## src/rtl/serial_subtractor_pkg.sv

```systemverilog
// Shared definitions for the bit-serial subtractor: FSM state encoding and
// the derivation of the bit-counter width from the operand width.
package serial_subtractor_pkg;

    typedef enum logic [1:0] {
        ST_IDLE = 2'd0,
        ST_RUN  = 2'd1,
        ST_DONE = 2'd2
    } state_e;

    // Bit-counter width for a given operand width; the counter only has to
    // reach width-1, so $clog2(width) bits suffice (never less than one bit).
    function automatic int cnt_w(input int width);
        return (width > 1) ? $clog2(width) : 1;
    endfunction

endpackage

```

## src/rtl/serial_subtractor_full_subtractor.sv

```systemverilog
// Single-bit full subtractor: d = x - y - bin, with the borrow generated
// when the subtraction of this bit position needs to borrow from the next.
module full_subtractor (
    input  logic x,
    input  logic y,
    input  logic bin,
    output logic d,
    output logic bout
);

    // Difference and borrow of one bit position.
    always_comb begin
        d    = x ^ y ^ bin;
        bout = (~x & y) | (~(x ^ y) & bin);
    end

endmodule

```

## src/rtl/serial_subtractor.sv

```systemverilog
// Bit-serial subtractor: diff = a - b, processed LSB first, one bit per clock
// through a single full-subtractor cell. Results appear on registered outputs
// that change only when an operation completes.
module serial_subtractor
    import serial_subtractor_pkg::*;
#(
    parameter int WIDTH = 4
) (
    input  logic             clk,
    input  logic             rst,
    input  logic             start,
    input  logic [WIDTH-1:0] a,
    input  logic [WIDTH-1:0] b,
    output logic             ready,
    output logic             busy,
    output logic             done,
    output logic [WIDTH-1:0] diff,
    output logic             borrow_out,
    output logic             ovf
);

    localparam int                 CNT_W    = cnt_w(WIDTH);
    localparam logic [CNT_W-1:0]   LAST_BIT = CNT_W'(WIDTH - 1);
    localparam logic [CNT_W-1:0]   CNT_ONE  = CNT_W'(1);

    state_e             state_q, state_d;
    logic [WIDTH-1:0]   a_sh_q, a_sh_d;
    logic [WIDTH-1:0]   b_sh_q, b_sh_d;
    logic               a_msb_q, a_msb_d;
    logic               b_msb_q, b_msb_d;
    logic               bin_q, bin_d;
    logic [CNT_W-1:0]   cnt_q, cnt_d;
    // Partial result: bits 0..WIDTH-2 accumulate here, the final bit is
    // merged straight into the result register on the completing edge.
    logic [WIDTH-2:0]   dsh_q, dsh_d;
    logic [WIDTH-1:0]   diff_q, diff_d;
    logic               borrow_out_q, borrow_out_d;
    logic               ovf_q, ovf_d;

    logic               bit_d;
    logic               bit_bout;

    full_subtractor u_cell (
        .x    (a_sh_q[0]),
        .y    (b_sh_q[0]),
        .bin  (bin_q),
        .d    (bit_d),
        .bout (bit_bout)
    );

    // Next-state and datapath decisions for the IDLE -> RUN -> DONE sequence.
    always_comb begin
        // NOTE: every _d gets a default first so no path through the case
        // leaves it unassigned, which would otherwise infer a latch.
        state_d      = state_q;
        a_sh_d       = a_sh_q;
        b_sh_d       = b_sh_q;
        a_msb_d      = a_msb_q;
        b_msb_d      = b_msb_q;
        bin_d        = bin_q;
        cnt_d        = cnt_q;
        dsh_d        = dsh_q;
        diff_d       = diff_q;
        borrow_out_d = borrow_out_q;
        ovf_d        = ovf_q;

        unique case (state_q)
            ST_IDLE: begin
                if (start) begin
                    state_d = ST_RUN;
                    a_sh_d  = a;
                    b_sh_d  = b;
                    a_msb_d = a[WIDTH-1];
                    b_msb_d = b[WIDTH-1];
                    bin_d   = 1'b0;
                    cnt_d   = '0;
                end
            end

            ST_RUN: begin
                a_sh_d = {1'b0, a_sh_q[WIDTH-1:1]};
                b_sh_d = {1'b0, b_sh_q[WIDTH-1:1]};
                bin_d  = bit_bout;
                cnt_d  = cnt_q + CNT_ONE;

                dsh_d[WIDTH-2] = bit_d;
                for (int i = 0; i < WIDTH - 2; i++) begin
                    dsh_d[i] = dsh_q[i+1];
                end

                if (cnt_q == LAST_BIT) begin
                    state_d      = ST_DONE;
                    diff_d       = {bit_d, dsh_q};
                    borrow_out_d = bit_bout;
                    ovf_d        = (a_msb_q ^ b_msb_q) & (bit_d ^ a_msb_q);
                end
            end

            ST_DONE: begin
                state_d = ST_IDLE;
            end

            default: begin
                state_d = ST_IDLE;
            end
        endcase
    end

    // State registers with synchronous, active-high reset taking priority.
    always_ff @(posedge clk) begin
        // NOTE: non-blocking assignments so every register samples the
        // pre-edge values of the others, independent of statement order.
        if (rst) begin
            state_q      <= ST_IDLE;
            a_sh_q       <= '0;
            b_sh_q       <= '0;
            a_msb_q      <= 1'b0;
            b_msb_q      <= 1'b0;
            bin_q        <= 1'b0;
            cnt_q        <= '0;
            dsh_q        <= '0;
            diff_q       <= '0;
            borrow_out_q <= 1'b0;
            ovf_q        <= 1'b0;
        end else begin
            state_q      <= state_d;
            a_sh_q       <= a_sh_d;
            b_sh_q       <= b_sh_d;
            a_msb_q      <= a_msb_d;
            b_msb_q      <= b_msb_d;
            bin_q        <= bin_d;
            cnt_q        <= cnt_d;
            dsh_q        <= dsh_d;
            diff_q       <= diff_d;
            borrow_out_q <= borrow_out_d;
            ovf_q        <= ovf_d;
        end
    end

    assign ready      = (state_q == ST_IDLE);
    assign busy       = (state_q == ST_RUN);
    assign done       = (state_q == ST_DONE);
    assign diff       = diff_q;
    assign borrow_out = borrow_out_q;
    assign ovf        = ovf_q;

endmodule
```

## config.mk

```make
export PLATFORM = sky130hd
export DESIGN_NAME = serial_subtractor
export DESIGN_NICKNAME = d
export VERILOG_FILES = /design/src/rtl/serial_subtractor_pkg.sv /design/src/rtl/serial_subtractor_full_subtractor.sv /design/src/rtl/serial_subtractor.sv
export SDC_FILE = /design/constraint.sdc
export NUM_CORES = 1
export LEC_CHECK = 0
export CAP_MARGIN = 10
export CORE_UTILIZATION = 40
export DETAILED_ROUTE_END_ITERATION = 6
export DONT_BUFFER_PORTS = 1
export REMOVE_ABC_BUFFERS = 1
export SYNTH_ARGS = -nofsm -noshare
export SYNTH_HDL_FRONTEND = slang
export SYNTH_SLANG_ARGS = --single-unit
export TNS_END_PERCENT = 5
```

## constraint.sdc

```tcl
create_clock -name clk -period 4.1 [get_ports clk]
set_input_delay 1.23 -clock clk [delete_from_list [all_inputs] [get_ports clk]]
set_output_delay 1.23 -clock clk [all_outputs]
set_load 0.01 [all_outputs]
```

==> PnR_summary.wiki, run 1 <==
{| class="wikitable"
! Metric !! Value
|-
| Outcome || finished clean
|-
| Portion of total power attributed to combinational logic || 0.108
|-
| Placeable core region || 0.00248 mm^2
|-
| Family with the most delay on the worst path || flip-flops
|-
| Xor/xnor cell area share of the yosys netlist || 0
|-
| Final weighted congestion in routability-driven placement || 0.652
|-
| Ratio of cells with drive above 1 in the final layout || 0.194
|-
| Setup Crit Path Kind || flop to primary output
|-
| Total half-perimeter wirelength after legalization and detailed placement || 1240 um
|-
| Max Clock Freq || 352 MHz
|-
| H-tree depth || 1
|-
| Count of flip-flops with a built-in enable after synthesis || 0
|-
| Number of remaining DRC errors || 0
|-
| Worst-skew pair later-pin latency || 0.32 ns
|-
| Sequence of cells on the critical path || nor2b_4
|-
| Endpoint class of the critical path || primary output
|-
| CTS tree || built
|-
| Antenna-violating nets left || 0
|-
| Gate count of the mapped netlist || 99
|-
| Leading cell types in the layout, fill and taps excluded || 24 x sky130_fd_sc_hd__dfxtp_1, 18 x sky130_fd_sc_hd__nor2_1, 13 x sky130_fd_sc_hd__mux2i_1
|-
| Largest fanout on the critical path || 14
|-
| Worst max-slew margin expressed relative to the limit || 0.517
|-
| Maximum ir drop on the vdd rail || 212 uV
|-
| Setup fix buffers added after clock tree synthesis || 0
|-
| Max Slew Vio Count || 0
|-
| Actual slew at the worst max-slew pin || 0.723 ns
|-
| Internal power summed over all cells || 321 uW
|-
| Worst hold-check slack || 0.482 ns
|-
| Floorplan die area || 0.00285 mm^2
|-
| Count of buffering cells on the critical path with inverters included || 0
|-
| Clock sink total || 24
|-
| Drt pass-1 iters || 4
|-
| DRC marker count from the first detailed-route iteration || 11
|-
| Power share of the clock group || 0.289
|-
| Fraction of the cycle the final worst path needs || 0.692
|-
| Final hold violation count || 0
|-
| Count of buffers from port buffering || 0
|-
| DRT Wirelength || 1800 um
|-
| Slowest Stage Delay on Critical Path || 0.81 ns
|-
| Chip height || 53.4 um
|-
| Clock slew seen by the registers of the worst setup and hold paths || 0.13 ns
|-
| Largest net degree at the start of global routing || 25
|-
| Layout overhead on the synthesized area || 2.72%
|-
| Reg power frac || 0.603
|-
| Final critical path time including I/O delays and setup || 2.84 ns
|-
| Total negative setup slack || 0 ns
|-
| FFs w/ async S/R, synth || 0
|-
| Cell Count, Final, Fillers Out || 128
|-
| WL met1 || 842 um
|-
| Final setup violation count || 0
|-
| Commonest non-fill, non-tap cell in the layout || sky130_fd_sc_hd__dfxtp_1
|-
| Layout Nets || 112
|-
| Predominant post-synthesis flop cell || sky130_fd_sc_hd__dfxtp_1
|-
| Top-area cell type share of the netlist area || 0.454
|-
| Post-synthesis compound-gate area fraction || 0.175
|-
| Sequential area share after synthesis || 0.454
|-
| Post-placement cell count || 124
|-
| Slowest CP cell || sky130_fd_sc_hd__dfxtp_1
|-
| Net switching fraction of the power || 0.243
|-
| Cell area after technology mapping || 0.00106 mm^2
|-
| Leftover overflow at the end of global routing || 0
|-
| Initial cell density of the core || 0.427
|-
| Total net switching power || 103 uW
|-
| First-pass GRT wire length || 2850 um
|-
| Reported max-cap violation count || 0
|-
| Standard-cell row count || 18
|-
| Number of distinct library cell variants in the gate-level netlist after synthesis || 23
|-
| Mean Syn Cell Area || 10.7 um^2
|-
| Die X || 53.4 um
|-
| Post-synthesis mux area share || 0.123
|-
| Clock Path Buffers || 2
|-
| Routed wire per std cell || 14.1 um
|-
| Worst path arrival time || 1.61 ns
|-
| Ranking of synthesized cells by area || sky130_fd_sc_hd__dfxtp_1 45%, sky130_fd_sc_hd__mux2i_1 12%, sky130_fd_sc_hd__a211oi_2 8.3%
|-
| Root Driver || sky130_fd_sc_hd__clkbuf_4
|-
| Worst endpoint required time || 2.87 ns
|-
| Antenna violations before repair || 0
|-
| Met2 routed wirelength || 884 um
|-
| CTS Buf Count || 3
|-
| Worst-case setup margin in the final layout || 1.26 ns
|-
| Global Route Usage Sum || 0.143
|-
| Synthesis Warnings || 0
|-
| Top Layer Used || met4
|-
| Mean number of vias per cell || 5.34
|-
| Number of gates given a new drive strength after cts || 0
|-
| Area leader, netlist || sky130_fd_sc_hd__dfxtp_1
|-
| Tightest Hold Check Type || flop to flop
|-
| Simple-gate portion of the synthesized area || 0.163
|-
| RSZ-0062 raised after global routing || false
|-
| Hold-fix buffers at CTS || 0
|-
| Seq cells post-synth || 24
|-
| Via count of the first global-routing pass || 599
|-
| Combinational family with the most area after synthesis || compound AO/OA/AOI/OAI gates
|-
| Maximum clock skew at final layout || 0.0123 ns
|-
| Routed via count || 684
|-
| Startpoint type of the worst setup path || flop
|-
| Static power due to leakage || 0.000442 uW
|-
| Wire length on met3 || 50 um
|-
| I/O pin count || 20
|-
| Pwr/cell area || 390 mW/mm^2
|-
| Antenna diode instance count || 0
|-
| Worst setup slack before clock tree synthesis || 1.60 ns
|-
| Share of synthesized cell area in full adder, half adder and majority cells || 0.0308
|}
-- power by group through the flow --
stage	sequential, uW	combinational (uW)	clock [uW]
floorplan	258	39.6	0
finish	255	45.8	123
CTS	256	46.7	129
global placement	260	44.7	0
detailed placement	261	46.3	0
global route	258	51.2	139
-- Yosys cell counts, types with 3 or more instances --
| master | count |
|---|---|
| sky130_fd_sc_hd__a22oi_1 | 4 |
| sky130_fd_sc_hd__nor2_2 | 3 |
| sky130_fd_sc_hd__nor2_1 | 18 |
| sky130_fd_sc_hd__nand3_1 | 3 |
| sky130_fd_sc_hd__inv_1 | 3 |
| sky130_fd_sc_hd__nand2_1 | 3 |
| sky130_fd_sc_hd__mux2i_1 | 13 |
| sky130_fd_sc_hd__a21oi_1 | 5 |
| sky130_fd_sc_hd__a211oi_2 | 7 |
| sky130_fd_sc_hd__dfxtp_1 | 24 |
-- worst paths after layout --
| path | endpoint | slack (ns) | startpoint | cells after the start |
|---|---|---|---|---|
| setup / recovery | busy | 1.26 | state_q[0] | 1 |
| hold / removal | diff[0] | 0.48 | dsh_q[0] | 2 |
| setup reg to reg | ovf | 2.41 | state_q[0] | 3 |
| hold reg to reg | diff[0] | 0.48 | dsh_q[0] | 2 |
-- registers in the layout, indices dropped and copies added, names as in the netlist --
name / count
b_msb_q: 1
b_sh_q: 4
dsh_q: 3
diff: 4
cnt_q: 2
state_q: 2
borrow_out: 1
a_sh_q: 4
a_msb_q: 1
bin_q: 1
ovf: 1
-- worst min-delay path, cell delays in order, from the launching register on --
cell                      delay (ns)
sky130_fd_sc_hd__dfxtp_1        0.34
sky130_fd_sc_hd__nand3_1        0.06
sky130_fd_sc_hd__a21oi_1        0.06
-- logic make-up after synthesis --
| family | after synthesis |
|---|---|
| and+or+nand+nor | 32 |
| DFF | 24 |
| AOI/OAI and AO/OA | 20 |
| muxes | 13 |
| buffers and inverters | 8 |
| adders and majority gates | 2 |
-- final cells by class --
type,count,area (um^2)
Tap cell,30,37.5
Clock buffer,4,36.3
Sequential cell,24,480
Multi-Input combinational cell,67,520
Inverter,3,11.3
Fill cell,247,1390
-- through the flow --
step                cell area, um^2   util  total power, uW
floorplan                      1010      -              298
global placement               1050  0.424              305
detailed placement             1050  0.424              307
CTS                            1090  0.438              431
global route                   1090  0.438              448
finish                         1090  0.438              424
-- routing by layer --
layer | track usage | vias up
met5 | 0 | -
met4 | 0.0789 | 0
met3 | 0.0287 | 4
met2 | 0.225 | 7
met1 | 0.180 | 328
li1 | - | 345
No activity file was read; power rests on OpenSTA's default activity.
==> run 2, diff against run 1 <==
Clock period 4.1 ns to 2.84 ns, I/O delays scaled along.
==> PnR_summary.wiki, run 2 (synthesis gave the netlist of run 1 again) <==
{| class="wikitable"
! Metric !! Value
|-
| Maximum ir drop on the vdd rail || 274 uV (+29%)
|-
| Clock sink total || 24 (unchanged)
|-
| Worst setup slack before clock tree synthesis || 0.741 ns (-0.863 ns)
|-
| First-pass GRT wire length || 2840 um (-0.25%)
|-
| Setup fix buffers added after clock tree synthesis || 0 (unchanged)
|-
| Maximum clock skew at final layout || 0.00194 ns (-0.0103 ns)
|-
| Most utilized layer in the global route result || met2
|-
| Total half-perimeter wirelength after legalization and detailed placement || 1280 um (+3.5%)
|-
| Number of remaining DRC errors || 0 (unchanged)
|-
| Endpoint class of the critical path || primary output
|-
| Routed wire per std cell || 14.7 um (+4.4%)
|-
| Via count of the first global-routing pass || 587 (-2.0%)
|-
| DRT Wirelength || 1860 um (+3.6%)
|-
| CTS Buf Count || 3 (unchanged)
|-
| Tightest Hold Check Type || flop to flop
|-
| Placeable core region || 0.00248 mm^2 (unchanged)
|-
| Clock slew seen by the registers of the worst setup and hold paths || 0.11 ns (-0.02 ns)
|-
| Largest fanout on the critical path || 14 (unchanged)
|-
| Met3 track utilization from global routing || 0.0287 (unchanged)
|-
| Worst Reg-to-Reg Cells || 3 (unchanged)
|-
| Initial cell density of the core || 0.427 (unchanged)
|-
| Fraction of the cycle the final worst path needs || 0.857
|-
| Count of buffering cells on the critical path with inverters included || 0 (unchanged)
|-
| Fillers || 249 (+0.81%)
|-
| Post-route total power || 578 uW (+37%)
|-
| Pwr/cell area || 539 mW/mm^2 (+38%)
|-
| Antenna violations before repair || 0 (unchanged)
|-
| Routed via count || 681 (-0.44%)
|-
| Reg-to-reg critical path startpoint || state_q[0]
|-
| Family with the most delay on the worst path || flip-flops
|-
| WHS Endpoint || diff[0]
|-
| Startpoint type of the worst setup path || flop
|-
| DRC marker count from the first detailed-route iteration || 7 (-4)
|-
| Worst-skew pair later-pin latency || 0.31 ns (about the same)
|-
| Reported max-cap violation count || 0 (unchanged)
|-
| Clock Path Buffers || 2 (unchanged)
|-
| Outcome || finished clean
|-
| Setup Crit Path Kind || flop to primary output
|-
| Worst endpoint required time || 1.99 ns (-0.88 ns)
|-
| Number of gates given a new drive strength after cts || 0 (unchanged)
|-
| Standard-cell row count || 18 (unchanged)
|-
| Worst reg2reg setup slack || 1.17 ns (-1.24 ns)
|-
| I/O pin count || 20 (unchanged)
|-
| Final critical path time including I/O delays and setup || 2.43 ns
|-
| Hold-fix buffers at CTS || 0 (unchanged)
|-
| Antenna diode instance count || 0 (unchanged)
|-
| Worst path arrival time || 1.58 ns (-0.03 ns)
|-
| Leftover overflow at the end of global routing || 0 (unchanged)
|-
| Antenna-violating nets left || 0 (unchanged)
|-
| Drt pass-1 iters || 4 (unchanged)
|-
| H-tree depth || 1 (unchanged)
|-
| Final hold violation count || 0 (unchanged)
|-
| Layout overhead on the synthesized area || 1.42%
|-
| Beginning of the worst hold path || dsh_q[0]
|-
| Cell area after layout || 0.00107 mm^2 (-1.3%)
|-
| Final setup violation count || 0 (unchanged)
|-
| Chip height || 53.4 um (unchanged)
|-
| Actual slew at the worst max-slew pin || 0.689 ns (-0.0340 ns)
|-
| Sequence of cells on the critical path || nor2b_4
|-
| Largest net degree at the start of global routing || 25 (unchanged)
|-
| Max Clock Freq || 411 MHz
|-
| Leading cell types in the layout, fill and taps excluded || 24 x sky130_fd_sc_hd__dfxtp_1, 18 x sky130_fd_sc_hd__nor2_1, 13 x sky130_fd_sc_hd__mux2i_1
|-
| Static power due to leakage || 0.000434 uW (-1.6%)
|-
| Max Slew Vio Count || 0 (unchanged)
|-
| Reg-to-reg endpoint || ovf
|-
| Fraction of met2 tracks used by global routing || 0.223 (-0.00208)
|-
| Worst-case setup margin in the final layout || 0.407 ns (-0.855 ns)
|-
| Slowest Stage Delay on Critical Path || 0.78 ns (-0.03 ns)
|-
| Mean number of vias per cell || 5.36 (+0.35%)
|-
| Global Route Usage Sum || 0.147 (+0.00392)
|-
| Die X || 53.4 um (unchanged)
|-
| Ratio of cells with drive above 1 in the final layout || 0.186 (-0.00831)
|-
| CTS tree || built
|-
| Floorplan die area || 0.00285 mm^2 (unchanged)
|-
| Cell area reported after detailed placement || 0.00105 mm^2 (unchanged)
|-
| Slowest CP cell || sky130_fd_sc_hd__dfxtp_1
|-
| RSZ-0062 raised after global routing || false
|-
| Commonest non-fill, non-tap cell in the layout || sky130_fd_sc_hd__dfxtp_1
|-
| Root Driver || sky130_fd_sc_hd__clkbuf_4
|-
| Met1 global-route usage || 0.183 (+0.00298)
|-
| Layout Nets || 112 (unchanged)
|-
| Cell depth of the worst min-delay path || 2 (unchanged)
|-
| Final weighted congestion in routability-driven placement || 0.652 (about the same)
|-
| Crit. path cell count || 1 (unchanged)
|-
| Count of buffers from port buffering || 0 (unchanged)
|-
| Total negative setup slack || 0 ns (unchanged)
|-
| Worst max-slew margin expressed relative to the limit || 0.540 (+0.0227)
|}
[run 2: worst max-delay path by stage]
| stage | from | to | slack (ns) |
|---|---|---|---|
| after floorplan | state_q[0] | busy | 0.92 |
| after global placement | state_q[0] | busy | 0.77 |
| after detailed placement | state_q[0] | busy | 0.74 |
| after CTS | state_q[0] | busy | 0.37 |
| after global routing | state_q[0] | busy | 0.28 |
| final | state_q[0] | busy | 0.41 |
[run 2: report_power, final]
group	total (uW)	internal [uW]	switching (uW)
clock network	143	49.7	93.8
registers	369	353	15.8
logic	66.5	32.0	34.4
total	578	434	144
[run 2: layout make-up]
type                    count  area [um^2]  area share
flip-flops and latches     24          480       0.448
well taps                  30         37.5      0.0350
inverters                   3         11.3      0.0105
clock buffers               3         22.5      0.0210
multi-input cells          67          520       0.485
[run 2: metal layers]
metal / wire (um) / up-vias / share of wire
li1: - / 344 / -
met1: 842 / 324 / 0.45
met3: 56 / 5 / 0.030
met2: 910 / 8 / 0.49
met5: 0 / - / 0
met4: 54 / 0 / 0.029
[run 2: metrics by stage]
stage / hold WS (ns) / util / instances
CTS: 0.481 / 0.433 / 127
global placement: 0.447 / 0.424 / 124
floorplan: 0.437 / - / 94
global route: 0.503 / 0.433 / 127
detailed placement: 0.463 / 0.424 / 124
finish: 0.478 / 0.433 / 127
